File: config.mk
export PLATFORM = sky130hd
export DESIGN_NAME = ws2812_rx_flat
export DESIGN_NICKNAME = d
export VERILOG_FILES = /design/src/rtl/ws2812_rx_if.sv /design/src/rtl/ws2812_rx.sv /design/src/flat_wrapper.sv
export SDC_FILE = /design/constraint.sdc
export NUM_CORES = 1
export LEC_CHECK = 0
export ABC_AREA = 1
export BUFFER_PORTS_ARGS = -buffer_cell sky130_fd_sc_hd__buf_4
export CAP_MARGIN = 20
export CORE_ASPECT_RATIO = 1.25
export CORE_MARGIN = 2
export CORE_UTILIZATION = 35
export DETAILED_ROUTE_END_ITERATION = 6
export GPL_ROUTABILITY_DRIVEN = 0
export PLACE_DENSITY = 0.55
export SYNTH_ARGS = -nofsm -noshare
export SYNTH_HDL_FRONTEND = slang
export SYNTH_SLANG_ARGS = --single-unit
File: constraint.sdc
create_clock -name clk -period 2.85 [get_ports clk]
set_input_delay 0.1425 -clock clk [delete_from_list [all_inputs] [get_ports clk]]
set_output_delay 0.1425 -clock clk [all_outputs]
set_load 0.02 [all_outputs]
File: src/rtl/ws2812_rx_if.sv
// ws2812_rx_if: WS2812 serial input plus decoded-pixel output bundle.
//   master : the receiver (samples din, drives pixel/strobe outputs)
//   slave  : the pixel consumer / stimulus side (drives din)
// Handshake: pixel_valid, frame_done and error are single-cycle strobes with
// no back-pressure (there is no ready). address/red/green/blue are valid while
// pixel_valid is high and hold their value until the next pixel_valid.
interface ws2812_rx_if #(
  parameter int AW = 3
);
  logic          din;
  logic [AW-1:0] address;
  logic [7:0]    red;
  logic [7:0]    green;
  logic [7:0]    blue;
  logic          pixel_valid;
  logic          frame_done;
  logic          error;
  logic          dout;

  modport master (
    input  din,
    output address, red, green, blue, pixel_valid, frame_done, error, dout
  );

  modport slave (
    output din,
    input  address, red, green, blue, pixel_valid, frame_done, error, dout
  );
endinterface

File: src/rtl/ws2812_rx.sv
// ws2812_rx: WS2812 single-wire receiver. Synchronises din, measures high and
// low pulse widths, decodes GRB pixels MSB-first and presents them with an
// index and a one-cycle strobe. A long low ends the frame; an over-long high
// is a protocol error.
// Optional cascade mode: define WS2812RX_FORWARD_EN to forward the data that
// follows the first NUM_LEDS pixels on dout (otherwise dout is tied low).
module ws2812_rx #(
  parameter int NUM_LEDS     = 8,
  parameter int SYSTEM_CLOCK = 48_000_000
) (
  input  logic        clk,
  input  logic        reset,
  ws2812_rx_if.master bus,
  output logic [1:0]  dbg_state_o
);
  localparam int AW        = (NUM_LEDS > 1) ? $clog2(NUM_LEDS) : 1;
  localparam int CLK_KHZ   = SYSTEM_CLOCK / 1000;
  // 600 ns, 2 us and 50 us in clk cycles, rounded to nearest
  localparam int T_THRESH  = (CLK_KHZ * 6 + 5000) / 10000;
  localparam int T_MAXHIGH = (CLK_KHZ * 2 + 500) / 1000;
  localparam int T_GAP     = (CLK_KHZ * 50 + 500) / 1000;
  localparam int HW        = $clog2(T_MAXHIGH + 1);
  localparam int LW        = $clog2(T_GAP + 1);
  localparam int PW        = $clog2(NUM_LEDS + 1);
`ifdef WS2812RX_FORWARD_EN
  localparam bit FWD_EN = 1'b1;
`else
  localparam bit FWD_EN = 1'b0;
`endif

  typedef enum logic [1:0] {S_IDLE, S_HIGH, S_LOW, S_ERR} state_t;

  state_t        state_q, state_d;
  logic          sync1_q, ds_q, ds_prev_q;
  logic [HW-1:0] hcnt_q, hcnt_d;
  logic [LW-1:0] lcnt_q, lcnt_d;
  logic [4:0]    bitcnt_q, bitcnt_d;
  logic [PW-1:0] pixcnt_q, pixcnt_d;
  logic [23:0]   shift_q, shift_d;
  logic [AW-1:0] address_q, address_d;
  logic [7:0]    red_q, red_d, green_q, green_d, blue_q, blue_d;
  logic          pv_q, pv_d, fd_q, fd_d, err_q, err_d;
  logic          fwd_q, fwd_d, dout_q, dout_d;
  logic          rise, fall, bit_val;

  assign rise = ds_q & ~ds_prev_q;
  assign fall = ~ds_q & ds_prev_q;

  // Two-flop synchroniser on din plus one delay stage for edge detection
  always_ff @(posedge clk) begin
    if (reset) begin
      sync1_q   <= 1'b0;
      ds_q      <= 1'b0;
      ds_prev_q <= 1'b0;
    end else begin
      sync1_q   <= bus.din;
      ds_q      <= sync1_q;
      ds_prev_q <= ds_q;
    end
  end

  // Decoder state and registered outputs
  always_ff @(posedge clk) begin
    if (reset) begin
      state_q   <= S_IDLE;
      hcnt_q    <= '0;
      lcnt_q    <= '0;
      bitcnt_q  <= '0;
      pixcnt_q  <= '0;
      shift_q   <= '0;
      address_q <= '0;
      red_q     <= '0;
      green_q   <= '0;
      blue_q    <= '0;
      pv_q      <= 1'b0;
      fd_q      <= 1'b0;
      err_q     <= 1'b0;
      fwd_q     <= 1'b0;
      dout_q    <= 1'b0;
    end else begin
      state_q   <= state_d;
      hcnt_q    <= hcnt_d;
      lcnt_q    <= lcnt_d;
      bitcnt_q  <= bitcnt_d;
      pixcnt_q  <= pixcnt_d;
      shift_q   <= shift_d;
      address_q <= address_d;
      red_q     <= red_d;
      green_q   <= green_d;
      blue_q    <= blue_d;
      pv_q      <= pv_d;
      fd_q      <= fd_d;
      err_q     <= err_d;
      fwd_q     <= fwd_d;
      dout_q    <= dout_d;
    end
  end

  // Next-state: pulse measurement, bit decode, pixel/frame bookkeeping
  always_comb begin
    state_d   = state_q;
    hcnt_d    = hcnt_q;
    lcnt_d    = lcnt_q;
    bitcnt_d  = bitcnt_q;
    pixcnt_d  = pixcnt_q;
    shift_d   = shift_q;
    address_d = address_q;
    red_d     = red_q;
    green_d   = green_q;
    blue_d    = blue_q;
    pv_d      = 1'b0;
    fd_d      = 1'b0;
    err_d     = 1'b0;
    fwd_d     = fwd_q;
    bit_val   = 1'b0;
    case (state_q)
      S_IDLE: begin
        if (rise) begin
          state_d = S_HIGH;
          hcnt_d  = HW'(1);
        end
      end
      S_HIGH: begin
        if (fall) begin
          bit_val = (hcnt_q >= HW'(T_THRESH));
          shift_d = {shift_q[22:0], bit_val};
          lcnt_d  = LW'(1);
          state_d = S_LOW;
          if (bitcnt_q == 5'd23) begin
            bitcnt_d = '0;
            if (pixcnt_q < PW'(NUM_LEDS)) begin
              pv_d      = 1'b1;
              address_d = AW'(pixcnt_q);
              green_d   = shift_d[23:16];
              red_d     = shift_d[15:8];
              blue_d    = shift_d[7:0];
              pixcnt_d  = pixcnt_q + PW'(1);
              // last captured pixel: everything after it belongs downstream
              if (pixcnt_q == PW'(NUM_LEDS - 1)) fwd_d = 1'b1;
            end
          end else begin
            bitcnt_d = bitcnt_q + 5'd1;
          end
        end else if (hcnt_q == HW'(T_MAXHIGH - 1)) begin
          // counter is about to reach T_MAXHIGH: pulse is too long
          err_d    = 1'b1;
          state_d  = S_ERR;
          hcnt_d   = HW'(T_MAXHIGH);
          lcnt_d   = '0;
          bitcnt_d = '0;
          pixcnt_d = '0;
          fwd_d    = 1'b0;
        end else if (hcnt_q != HW'(T_MAXHIGH)) begin
          hcnt_d = hcnt_q + HW'(1);
        end
      end
      S_LOW: begin
        if (rise) begin
          state_d = S_HIGH;
          hcnt_d  = HW'(1);
        end else if (lcnt_q == LW'(T_GAP)) begin
          state_d = S_IDLE;
          if (bitcnt_q != '0)      err_d = 1'b1;
          else if (pixcnt_q != '0) fd_d  = 1'b1;
          bitcnt_d = '0;
          pixcnt_d = '0;
          fwd_d    = 1'b0;
        end else begin
          lcnt_d = lcnt_q + LW'(1);
        end
      end
      S_ERR: begin
        // wait for a clean T_GAP of low before listening again
        if (ds_q) begin
          lcnt_d = '0;
        end else if (lcnt_q == LW'(T_GAP)) begin
          state_d = S_IDLE;
          lcnt_d  = '0;
        end else begin
          lcnt_d = lcnt_q + LW'(1);
        end
      end
      default: state_d = S_IDLE;
    endcase
    dout_d = FWD_EN & fwd_d & ds_q;
  end

  assign bus.address     = address_q;
  assign bus.red         = red_q;
  assign bus.green       = green_q;
  assign bus.blue        = blue_q;
  assign bus.pixel_valid = pv_q;
  assign bus.frame_done  = fd_q;
  assign bus.error       = err_q;
  assign bus.dout        = dout_q;
  assign dbg_state_o     = state_q;
endmodule

File: src/flat_wrapper.sv
// flat-port wrapper written by rule: the top's interface ports become plain ports
module ws2812_rx_flat 
#(
  parameter int NUM_LEDS     = 8,
  parameter int SYSTEM_CLOCK = 48_000_000
)
  (clk, reset, dbg_state_o, bus_din, bus_address, bus_red, bus_green, bus_blue, bus_pixel_valid, bus_frame_done, bus_error, bus_dout);
  ws2812_rx_if #(.AW((3))) bus_i ();
  input  logic clk;
  input  logic reset;
  output logic [1:0] dbg_state_o;
  input wire logic [$bits(bus_i.din)-1:0] bus_din;
  output wire logic [$bits(bus_i.address)-1:0] bus_address;
  output wire logic [$bits(bus_i.red)-1:0] bus_red;
  output wire logic [$bits(bus_i.green)-1:0] bus_green;
  output wire logic [$bits(bus_i.blue)-1:0] bus_blue;
  output wire logic [$bits(bus_i.pixel_valid)-1:0] bus_pixel_valid;
  output wire logic [$bits(bus_i.frame_done)-1:0] bus_frame_done;
  output wire logic [$bits(bus_i.error)-1:0] bus_error;
  output wire logic [$bits(bus_i.dout)-1:0] bus_dout;
  assign bus_i.din = bus_din;
  assign bus_address = bus_i.address;
  assign bus_red = bus_i.red;
  assign bus_green = bus_i.green;
  assign bus_blue = bus_i.blue;
  assign bus_pixel_valid = bus_i.pixel_valid;
  assign bus_frame_done = bus_i.frame_done;
  assign bus_error = bus_i.error;
  assign bus_dout = bus_i.dout;
  ws2812_rx #(.NUM_LEDS(NUM_LEDS), .SYSTEM_CLOCK(SYSTEM_CLOCK)) u_core (.clk(clk), .reset(reset), .bus(bus_i), .dbg_state_o(dbg_state_o));
endmodule
==> results of run 1 <==
critical path, delay by kind of cell, from the launching register on:
kind,cells,cell delay [ns]
compound gates,2,0.36
simple gates,1,0.08
buf+inv,4,0.95
fa+ha+maj,1,0.21
flops,1,0.40
sequential cells by signal, summed over array words and instances (netlist names), 2 cells and up:
signal	cells
u_core.bitcnt_q	5
u_core.shift_q	23
u_core.bus.address	3
u_core.bus.blue	8
u_core.lcnt_q	12
u_core.pixcnt_q	4
u_core.dbg_state_o	2
u_core.bus.red	8
u_core.bus.green	8
u_core.hcnt_q	7
cell families after synthesis:
kind of cell | after synthesis
AO/OA/AOI/OAI | 112
XOR/XNOR | 3
adder cells (fa/ha/maj) | 13
buffers and inverters | 105
flip-flops | 86
other | 1
AND/OR/NAND/NOR | 235
stage by stage:
stage                     utilization [%]  instances  instance area [sq um]  hold WS (ns)
after floorplan                         -        555                   4120         0.249
after global placement               38.4        706                   4440         0.350
after detailed placement             38.4        706                   4440         0.378
after CTS                            40.7        722                   4710        0.0333
after global routing                 40.7        722                   4710        0.0412
final                                40.7        722                   4710        0.0357
final timing paths:
path	depth (start not counted)	to	slack, ns	from
max	8	u_core.shift_q[3]$_SDFFE_PP0P_	0.77	u_core.dbg_state_o[1]$_SDFFE_PP0P_
min reg2reg	2	u_core.ds_q$_SDFF_PP0_	0.41	u_core.sync1_q$_SDFF_PP0_
max reg2reg	8	u_core.shift_q[3]$_SDFFE_PP0P_	0.77	u_core.dbg_state_o[1]$_SDFFE_PP0P_
min	3	u_core.sync1_q$_SDFF_PP0_	0.04	bus_din
cell type report:
class	count	area, sq um	area share (%)
Clock inverter	7	48.8	1.04
Clock buffer	9	225	4.78
Timing Repair Buffer	36	270	5.74
Multi-Input combinational cell	364	1960	41.7
Inverter	82	308	6.53
Tap cell	138	173	3.67
Sequential cell	86	1720	36.5
per-layer routing:
layer / share of wire (%) / up-vias / GRT usage (%)
met5: 0 / - / 0
met1: 45 / 1639 / 18.8
li1: - / 1836 / -
met4: 1.8 / 0 / 5.56
met2: 50 / 66 / 25.7
met3: 3.4 / 11 / 2.68
cell usage in the layout, fill, tap and decap left out, drive strengths merged:
cell / synthesis / routed
a21oi: 49 / 49
buf: 12 / 36
clkbuf: 11 / 9
clkinv: 1 / 5
clkinvlp: 0 / 1
conb: 1 / 1
dfxtp: 86 / 86
ha: 13 / 13
inv: 81 / 83
nand2: 97 / 97
nand3: 64 / 64
nand3b: 1 / 1
nand4: 6 / 6
nor2: 54 / 54
nor3: 10 / 10
nor4: 2 / 2
o211ai: 1 / 1
o21a: 1 / 1
o21ai: 61 / 61
or2: 1 / 1
xor2: 3 / 3
where the power goes:
group | switching (mW) | internal [mW]
combinational | 0.508 | 0.237
sequential | 0.0757 | 1.27
clock | 0.483 | 0.593
total | 1.07 | 2.10
==> key figures, run 1 <==
Status
  – Status: completed

STA
  – Final period utilization: between 70 and 80%
  – Fmax: 481 MHz
  – Final worst slack: about 0.77 ns
  – RSZ-0062 raised after global routing: false
  – Worst-Margin Slew: between 0.6 and 0.7 ns
  – Setup TNS Final: 0 ns
  – Max-slew violation count: 0
  – Setup violators final: 0
  – Max-slew headroom: 55.2%
  – Final Hold Viols: 0
  – Post-route minimum period: between 2 and 2.5 ns
  – Clock Skews: ~0.0065 ns

Synthesis
  – Leading area contributor after synthesis: dfxtp_1
  – Synth Area in XOR/XNOR: less than 1%
  – Ys Warns: 0
  – Synth Instances: approximately 560
  – Ys async rst share: 0%
  – Avg Cell Area, Syn: 7.42 sq um
  – Post-synth cell types: 33
  – Compound-Gate Fraction of Synth Area: roughly 16%
  – Share of Yosys cell area claimed by the top area cell type: 41.8%
  – Most common flop cell mapped by yosys: dfxtp_1
  – Post-synthesis simple-gate area fraction: between 20% and 30%
  – Mux contribution to synthesized area: 0%
  – Mapped Nets: around 570
  – Most frequent cells after synthesis: nand2_1 (91), dfxtp_1 (86), inv_1 (77)
  – EDFF count, synth: 0
  – Synth Register Bits: 86
  – Seq/Total Area, Yosys: between 40% and 50%
  – Post-Synth Adder-Cell Area: 3.95%
  – Combinational family with the most area after synthesis: simple AND/OR/NAND/NOR gates
  – Most common cell in the netlist: nand2_1
  – Ranking of synthesized cells by area: dfxtp_1 (42%), nand2_1 (8.3%), nand3_1 (7.3%)
  – Post-Syn Area: 0.00412 sq mm

Job
  – Max Cap Viol: 0

Global route
  – Vias in the first global route: approximately 3400
  – Gr ovfl total: 0
  – First-pass GRT wire length: ~16000 um
  – Antenna violations before repair: 0
  – All-layer global routing usage: approximately 15%
  – Largest net degree at the start of global routing: just over 70

Finish
  – Fill cells: about 1200
  – Area growth from synthesis to layout: 14.4%
  – N_diodes: 0
  – # nets final: 595
  – Layout cell share with drive strength beyond 1: between 10% and 20%

CTS
  – Clock sinks: 86
  – Worst skew pair latency: about 0.33 ns
  – H-tree levels: 3
  – Post-CTS Resized: 0
  – Inserted Clock Buffers: 9
  – Cts hold-fix bufs: 0
  – Worst-path clk slew: ~0.060 ns
  – CTS max path bufs: 2
  – Postcts setup bufs: 0
  – Root buffer cell: clkbuf_16
  – TritonCTS clock tree: done

Power and ir drop
  – P per Cell Area: 673 mW/mm^2
  – Max VDD drop: roughly 320 uV
  – Pleak: slightly below 2 nW
  – Final Power: ~3.2 mW

Floorplan
  – Die width: between 100 and 150 um
  – Placeable core area: roughly 0.012 sq mm
  – Starting Density: between 30% and 40%
  – Die Footprint: between 0.01 and 0.015 sq mm
  – I/O pins: 36
  – Row count: 44
  – Die Y: approximately 130 um

Worst setup path
  – Slowest CP cell: inv_1
  – Kind of critical path: flip-flop to flip-flop
  – Element type at the critical path start: flip-flop
  – Cell Chain, Critical Path: inv_1, ha_1, inv_1, nor2_4, buf_4, inv_1, o21ai_0, a21oi_1
  – CP max FO: 26
  – Worst Path Required: around 3.1 ns
  – Most frequent CP cell: inv_1
  – Worst path arrival time: 2.34 ns
  – CP max stage delay: around 0.5 ns
  – Setup crit end kind: flip-flop

Placed design
  – Setup WS pre-CTS: 0.741 ns
  – Port Buffers: 34
  – Post-DP HPWL: 6420 um

Drt
  – Routed Antenna Nets: 0
  – Routed vias/inst: just under 5
  – Drt drc: 0
  – DRT Pass-1 Iters: 4
  – Post-Route WL: 9020 um
  – Routed vias: roughly 3600
  – Routed wire per std cell: around 12 um
  – 1st-iter DRT viols: 130

Hold path
  – Hold crit path type: input pin to flip-flop
(Power assumes the default switching activity.)
==> run 2, diff against run 1 <==
Settings changed: ABC_AREA 1 to 0.
Clock period 2.85 ns to 2.1 ns, I/O delays scaled along.
==> run 2 against run 1 <==
Net effect:
- cell area up 4.3%
- die area is 6.0% lower
- critical path depth decreased by 3
- sequential power is 25% higher
- combinational power rose by 3.8%
- final cell count is 3.9% lower
- wire length increased by 5.0%
- clock power increased by 36%
- setup slack worse by 0.77 ns
==> key figures, run 2 <==
CTS
  – H-tree levels: 3 (unchanged)
  – Root buffer cell: clkbuf_16
  – Clock sinks: 86 (unchanged)
  – Worst skew pair latency: 0.34 ns (about the same)
  – CTS max path bufs: 2 (unchanged)
  – Inserted Clock Buffers: 9 (unchanged)
  – Worst-path clk slew: 0.06 ns (about the same)
  – TritonCTS clock tree: done

Synthesis
  – EDFF count, synth: 0 (unchanged)
  – Share of Yosys cell area claimed by the top area cell type: 44.6% (+2.8 points)
  – Leading area contributor after synthesis: dfxtp_1
  – Post-synth cell types: 55 (+67%)
  – Ranking of synthesized cells by area: dfxtp_1 (45%), nand2_1 (12%), a21oi_1 (8.9%)
  – Synth Instances: 489 (-12%)
  – Mapped Nets: 505 (-12%)
  – Most common flop cell mapped by yosys: dfxtp_1
  – Most frequent cells after synthesis: nand2_1 (122), dfxtp_1 (86), a21oi_1 (69)
  – Ys async rst share: 0% (unchanged)
  – Seq/Total Area, Yosys: 44.6% (+2.8 points)
  – Most common cell in the netlist: nand2_1
  – Ys Warns: 0 (unchanged)
  – Avg Cell Area, Syn: 7.90 sq um (+6.4%)
  – Synth Register Bits: 86 (unchanged)
  – Post-Syn Area: 0.00386 sq mm (-6.2%)

Global route
  – Largest net degree at the start of global routing: 76 (+7.0%)
  – Antenna violations before repair: 0 (unchanged)
  – First-pass GRT wire length: 15800 um (+1.3%)
  – Gr ovfl total: 0 (unchanged)
  – Vias in the first global route: 3448 (+2.2%)
  – All-layer global routing usage: 16.1% (+1.1 points)

Finish
  – Max FFs per register: 23 (unchanged)
  – Layout cell share with drive strength beyond 1: 21.9% (+4.8 points)
  – Largest regs: u_core.shift_q: 23 flops, u_core.lcnt_q: 12 flops
  – Most common cell after layout, fill and taps aside: nand2_1
  – # nets final: 573 (-3.7%)
  – Utilization after layout: 46.1% (+5.3 points)
  – Area growth from synthesis to layout: 27.2%
  – N_diodes: 0 (unchanged)
  – Fin cells: 694 (-3.9%)
  – Design Area, Final: 0.00491 sq mm (+4.3%)
  – Largest register by flop count: u_core.shift_q
  – Most frequent cells in the layout: nand2_1 (122), dfxtp_1 (84), buf_4 (80)

STA
  – Final Hold Viols: 0 (unchanged)
  – Setup TNS Final: 0 ns (unchanged)
  – Max-slew violation count: 0 (unchanged)
  – Post-route minimum period: 2.10 ns (+0.0167 ns)
  – Fin Hold WS: 0.280 ns (+0.244 ns)
  – RSZ-0062 raised after global routing: true
  – Final worst slack: 0.00425 ns (-0.767 ns)
  – Setup violators final: 0 (unchanged)
  – Worst-Margin Slew: 0.797 ns (+0.126 ns)
  – Max-slew headroom: 46.8% (-8.4 points)
  – Final period utilization: 99.8% (+27 points)
  – Fmax: 477 MHz (-0.80%)
  – Clock Skews: 0.00756 ns (+0.00105 ns)

Power and ir drop
  – Final Power: 3.93 mW (+24%)
  – P per Cell Area: 800 mW/mm^2 (+19%)
  – Pleak: 1.80 nW (-7.6%)
  – Max VDD drop: 383 uV (+18%)

Placed design
  – Port Buffers: 34 (unchanged)
  – Setup WS pre-CTS: -0.0362 ns (-0.777 ns)
  – Placed inst area: 0.00451 sq mm (+1.6%)
  – Cells after DPL: 670 (-5.1%)
  – Post-DP HPWL: 6500 um (+1.1%)

Worst setup path
  – CP max FO: 5 (-81%)
  – Slowest CP cell: or4b_4
  – Setup crit end kind: flip-flop
  – Cell Chain, Critical Path: or4b_4, o41ai_4, nand4_2, or4_4, a21oi_2
  – Internal reg-to-reg setup slack: 0.004 ns (-0.77 ns)
  – Kind of critical path: flip-flop to flip-flop
  – Element type at the critical path start: flip-flop
  – Worst path arrival time: 2.37 ns (+0.03 ns)
  – Worst Path Required: 2.37 ns (-0.74 ns)
  – CP max stage delay: 0.57 ns (+0.07 ns)

Drt
  – Routed wire per std cell: 13.6 um (+9.2%)
  – DRT Pass-1 Iters: 4 (unchanged)
  – Routed vias: 3635 (+2.3%)
  – Drt drc: 0 (unchanged)
  – 1st-iter DRT viols: 176 (+35%)
  – Routed Antenna Nets: 0 (unchanged)
  – Post-Route WL: 9470 um (+5.0%)
  – Routed vias/inst: 5.24 (+6.5%)

Floorplan
  – Starting Density: 36.2% (+0.58 points)
  – Placeable core area: 0.0107 sq mm (-7.7%)
  – Die width: 98.0 um (-3.0%)
  – Row count: 42 (-4.5%)
  – Die Footprint: 0.0119 sq mm (-6.0%)
  – Die Y: 121 um (-3.1%)
  – I/O pins: 36 (unchanged)

Status
  – Status: completed

Job
  – Max Cap Viol: 0 (unchanged)

Hold path
  – Hold crit path type: input pin to flip-flop
## run 2: cell count changes after synthesis, sizes merged, moves of 12 or more
cell	delta
o21ai	-45
nand2	+25
inv	-60
nand3	-50
clkbuf	+12
a21oi	+20
nor2	-25
## run 2: layer usage
metal	track usage (%)	vias to the layer above	routed length, um
li1	-	1824	-
met3	2.71	17	382
met4	7.29	0	203
met2	27.6	66	4550
met1	19.8	1728	4330
met5	0	-	0
## run 2: worst paths after layout
path / to / cells past startpoint / from
setup reg to reg: u_core.pixcnt_q[3]$_SDFFE_PP0P_ / 5 / u_core.lcnt_q[10]$_SDFFE_PP0P_
hold / removal: u_core.lcnt_q[4]$_SDFFE_PP0P_ / 4 / reset
hold reg to reg: u_core.bus.green[2]$_SDFFE_PP0P_ / 2 / u_core.bus.green[2]$_SDFFE_PP0P_
setup / recovery: u_core.pixcnt_q[3]$_SDFFE_PP0P_ / 5 / u_core.lcnt_q[10]$_SDFFE_PP0P_
## run 2: cell type report
class                           count  area, sq um
Inverter                           21         78.8
Sequential cell                    86         1720
Fill cell                        1082         5750
Tap cell                          132          165
Timing Repair Buffer               83          656
Multi-Input combinational cell    356         2020
Clock buffer                       11          233
Clock inverter                      5         35.0
## run 2: cell families after synthesis
kind of cell    share of synthesized area (%)
fa+ha+maj                                4.21
buf+inv                                  4.86
other cells                            0.0971
simple gates                             25.9
flops                                    44.6
compound gates                           20.1
mux                                     0.259
## run 2: repair_timing
action / 4_1_cts / 5_1_grt
resized for setup: 0 / 21
cloned: 0 / 1
endpoints found under the hold margin: 1 / 0
setup endpoints to repair: 3 / 42
hold buffers: 1 / 0
buffers inserted: 0 / 6
pin swaps: 3 / 6
## run 2: critical path, delay by kind of cell (launching register included)
kind | cells | cell delay (ns)
simple gates | 3 | 1.22
compound gates | 2 | 0.50
flops | 1 | 0.31
## run 2: power by group
group / switching (mW) / total [mW] / internal, mW
combinational: 0.428 / 0.774 / 0.346
sequential: 0.0255 / 1.69 / 1.66
clock: 0.663 / 1.47 / 0.804
total: 1.12 / 3.93 / 2.82
==> run 3, diff against run 2 <==
Settings changed: ABC_AREA 0 to 1, MAX_ROUTING_LAYER set to met4.
==> run 3 against run 2 <==
Net effect:
- sequential power up 8%
- flip-flop and latch count unchanged
- combinational power up 34%
- wire length down 4.2%
- final cell count up 4.9%
- critical endpoint is now u_core.shift_q[21]$_SDFFE_PP0P_
==> key figures, run 3 (synthesized netlist as in run 1, its figures left out) <==
Status
  – Status: completed

Drt
  – DRT Pass-1 Iters: 4 (unchanged)
  – Routed vias: 3546 (-2.4%)
  – 1st-iter DRT viols: 159 (-9.7%)
  – Post-Route WL: 9060 um (-4.2%)
  – Routed vias/inst: 4.87 (-7.0%)
  – Routed wire per std cell: 12.5 um (-8.7%)
  – Drt drc: 0 (unchanged)
  – Routed Antenna Nets: 0 (unchanged)

Hold path
  – Hold crit path type: input pin to flip-flop
  – WHS Path Cells: 2 (-2)
  – Worst Hold Endpoint: u_core.lcnt_q[7]$_SDFFE_PP0P_
  – Hold path start: reset

Global route
  – Largest net degree at the start of global routing: 56 (-26%)
  – Gr ovfl total: 0 (unchanged)
  – Antenna violations before repair: 0 (unchanged)
  – Vias in the first global route: 3376 (-2.1%)
  – All-layer global routing usage: 15.6% (-0.51 points)
  – First-pass GRT wire length: 15600 um (-1.0%)

Worst setup path
  – Internal reg-to-reg setup slack: 0.21 ns (+0.21 ns)
  – Most frequent CP cell: inv_1
  – Kind of critical path: flip-flop to flip-flop
  – Element type at the critical path start: flip-flop
  – CP max FO: 26 (+21)
  – Buf/Inv on CP: 3 (+3)
  – Slowest CP cell: inv_1
  – Worst R2R Start: u_core.dbg_state_o[1]$_SDFFE_PP0P_
  – Setup crit end kind: flip-flop
  – Worst path top cell family by delay: buffers and inverters
  – Cell Chain, Critical Path: inv_1, ha_1, inv_1, nor2_4, inv_1, o21ai_0, a21oi_1
  – R2R Path End: u_core.shift_q[21]$_SDFFE_PP0P_
  – CP max stage delay: 0.48 ns (-0.09 ns)
  – Worst Path Required: 2.36 ns (about the same)
  – FF-to-FF path depth: 7 (+2)
  – Worst path arrival time: 2.15 ns (-0.22 ns)

Floorplan
  – Die width: 101 um (+3.1%)
  – Die Footprint: 0.0127 sq mm (+6.4%)
  – Die Y: 125 um (+3.2%)
  – Row count: 44 (+4.8%)
  – Starting Density: 35.6% (-0.58 points)
  – Placeable core area: 0.0116 sq mm (+8.4%)
  – I/O pins: 36 (unchanged)

Placed design
  – Post-DP HPWL: 6410 um (-1.3%)
  – Port Buffers: 34 (unchanged)
  – Placed inst area: 0.00449 sq mm (-0.44%)

Power and ir drop
  – Switch Pwr: 1.47 mW (+31%)
  – Clock power share: 34.7% (-2.6 points)
  – Pint: 2.91 mW (+3.4%)
  – Max VDD drop: 547 uV (+43%)
  – Logic gate share of total power: 23.6% (+3.9 points)
  – P per Cell Area: 916 mW/mm^2 (+14%)
  – Sw frac: 33.5% (+5.1 points)
  – Sequential power share: 41.6% (-1.4 points)
  – Pleak: 1.98 nW (+10%)

STA
  – Max-slew violation count: 0 (unchanged)
  – Post-route minimum period: 1.89 ns (-0.209 ns)
  – Fmax: 530 MHz (+11%)
  – Clock Skews: 0.00871 ns (+0.00115 ns)
  – Worst-Margin Slew: 0.643 ns (-0.155 ns)
  – Setup violators final: 0 (unchanged)
  – Max-slew headroom: 57.1% (+10 points)
  – Final Hold Viols: 0 (unchanged)
  – Final period utilization: 89.8% (-10 points)
  – RSZ-0062 raised after global routing: true

Finish
  – Fill cells: 1197 (+11%)
  – Largest register by flop count: u_core.shift_q
  – Utilization after layout: 41.4% (-4.7 points)
  – Most frequent cells in the layout: nand2_1 (91), dfxtp_1 (86), inv_1 (77)
  – Most common cell after layout, fill and taps aside: nand2_1
  – # nets final: 601 (+4.9%)
  – Max FFs per register: 23 (unchanged)
  – Largest regs: u_core.shift_q: 23 flops, u_core.lcnt_q: 12 flops
  – Layout cell share with drive strength beyond 1: 17.6% (-4.3 points)
  – Area growth from synthesis to layout: 16.1%
  – N_diodes: 0 (unchanged)
  – Design Area, Final: 0.00478 sq mm (-2.7%)

CTS
  – Worst skew pair latency: 0.34 ns (about the same)
  – Postcts setup bufs: 0 (unchanged)
  – Inserted Clock Buffers: 9 (unchanged)
  – H-tree levels: 3 (unchanged)
  – Clock sinks: 86 (unchanged)
  – Post-CTS Resized: 0 (unchanged)
  – Root buffer cell: clkbuf_16
  – CTS max path bufs: 2 (unchanged)
  – Worst-path clk slew: 0.06 ns (about the same)
  – TritonCTS clock tree: done

Job
  – Max Cap Viol: 0 (unchanged)
run 3: cell types whose count changed in the layout (fill, tap and decap cells not counted), moves of 16 or more:
cell	before	now
nor2_1	29	45
inv_1	20	77
o21ai_0	12	38
nand2_1	122	91
nand3_1	13	60
o21ai_2	0	21
a21oi_1	66	47
buf_4	80	40
run 3: worst max-delay path by stage:
| stage | slack [ns] | cells past startpoint | startpoint | to |
|---|---|---|---|---|
| global placement | 0.29 | 7 | u_core.dbg_state_o[1]$_SDFFE_PP0P_ | u_core.shift_q[21]$_SDFFE_PP0P_ |
| CTS | 0.20 | 7 | u_core.dbg_state_o[1]$_SDFFE_PP0P_ | u_core.shift_q[21]$_SDFFE_PP0P_ |
| detailed placement | 0.22 | 7 | u_core.dbg_state_o[1]$_SDFFE_PP0P_ | u_core.shift_q[21]$_SDFFE_PP0P_ |
| floorplan | 0.33 | 10 | u_core.dbg_state_o[0]$_SDFFE_PP0P_ | u_core.lcnt_q[8]$_SDFFE_PP0P_ |
| global route | -0.02 | 7 | u_core.dbg_state_o[1]$_SDFFE_PP0P_ | u_core.shift_q[21]$_SDFFE_PP0P_ |
| finish | 0.21 | 7 | u_core.dbg_state_o[1]$_SDFFE_PP0P_ | u_core.shift_q[21]$_SDFFE_PP0P_ |
run 3: final cells by class:
class | count | area (sq um) | area share, %
clock buffers | 11 | 243 | 5.08
inverters | 82 | 308 | 6.44
well taps | 138 | 173 | 3.61
flip-flops and latches | 86 | 1720 | 36.0
multi-input cells | 364 | 1960 | 41.1
clock inverters | 5 | 41.3 | 0.864
repair buffers | 42 | 330 | 6.91
run 3: what timing repair did:
item,CTS,global route
setup endpoints to repair,0,1
hold buffers,1,0
hold endpoints to repair,1,0
run 3: power groups by stage:
stage | Combinational, mW | Sequential (mW) | Clock (mW)
final | 1.04 | 1.82 | 1.52
after global routing | 1.20 | 1.84 | 1.64
after CTS | 1.05 | 1.82 | 1.56
after detailed placement | 1.04 | 1.86 | 0
after global placement | 1.03 | 1.85 | 0
after floorplan | 0.812 | 1.86 | 0
run 3: metrics by stage:
stage	TNS (ns)	total power, mW	hold WS, ns	setup slack (ns)	std cells
2_1_floorplan	0	2.67	0.212	0.327	555
3_3_place_gp	0	2.88	0.323	0.286	711
3_5_place_dp	0	2.90	0.327	0.221	711
4_1_cts	0	4.43	0.116	0.202	728
5_1_grt	-0.0243	4.68	0.125	-0.0243	728
6_report	0	4.38	0.117	0.214	728
run 3: layer usage:
layer | up-vias | track usage (%) | wire, um
met3 | 17 | 2.63 | 275
met4 | 0 | 7.39 | 246
met1 | 1634 | 19.0 | 4200
met2 | 52 | 24.9 | 4350
met5 | - | - | 0
li1 | 1843 | - | -
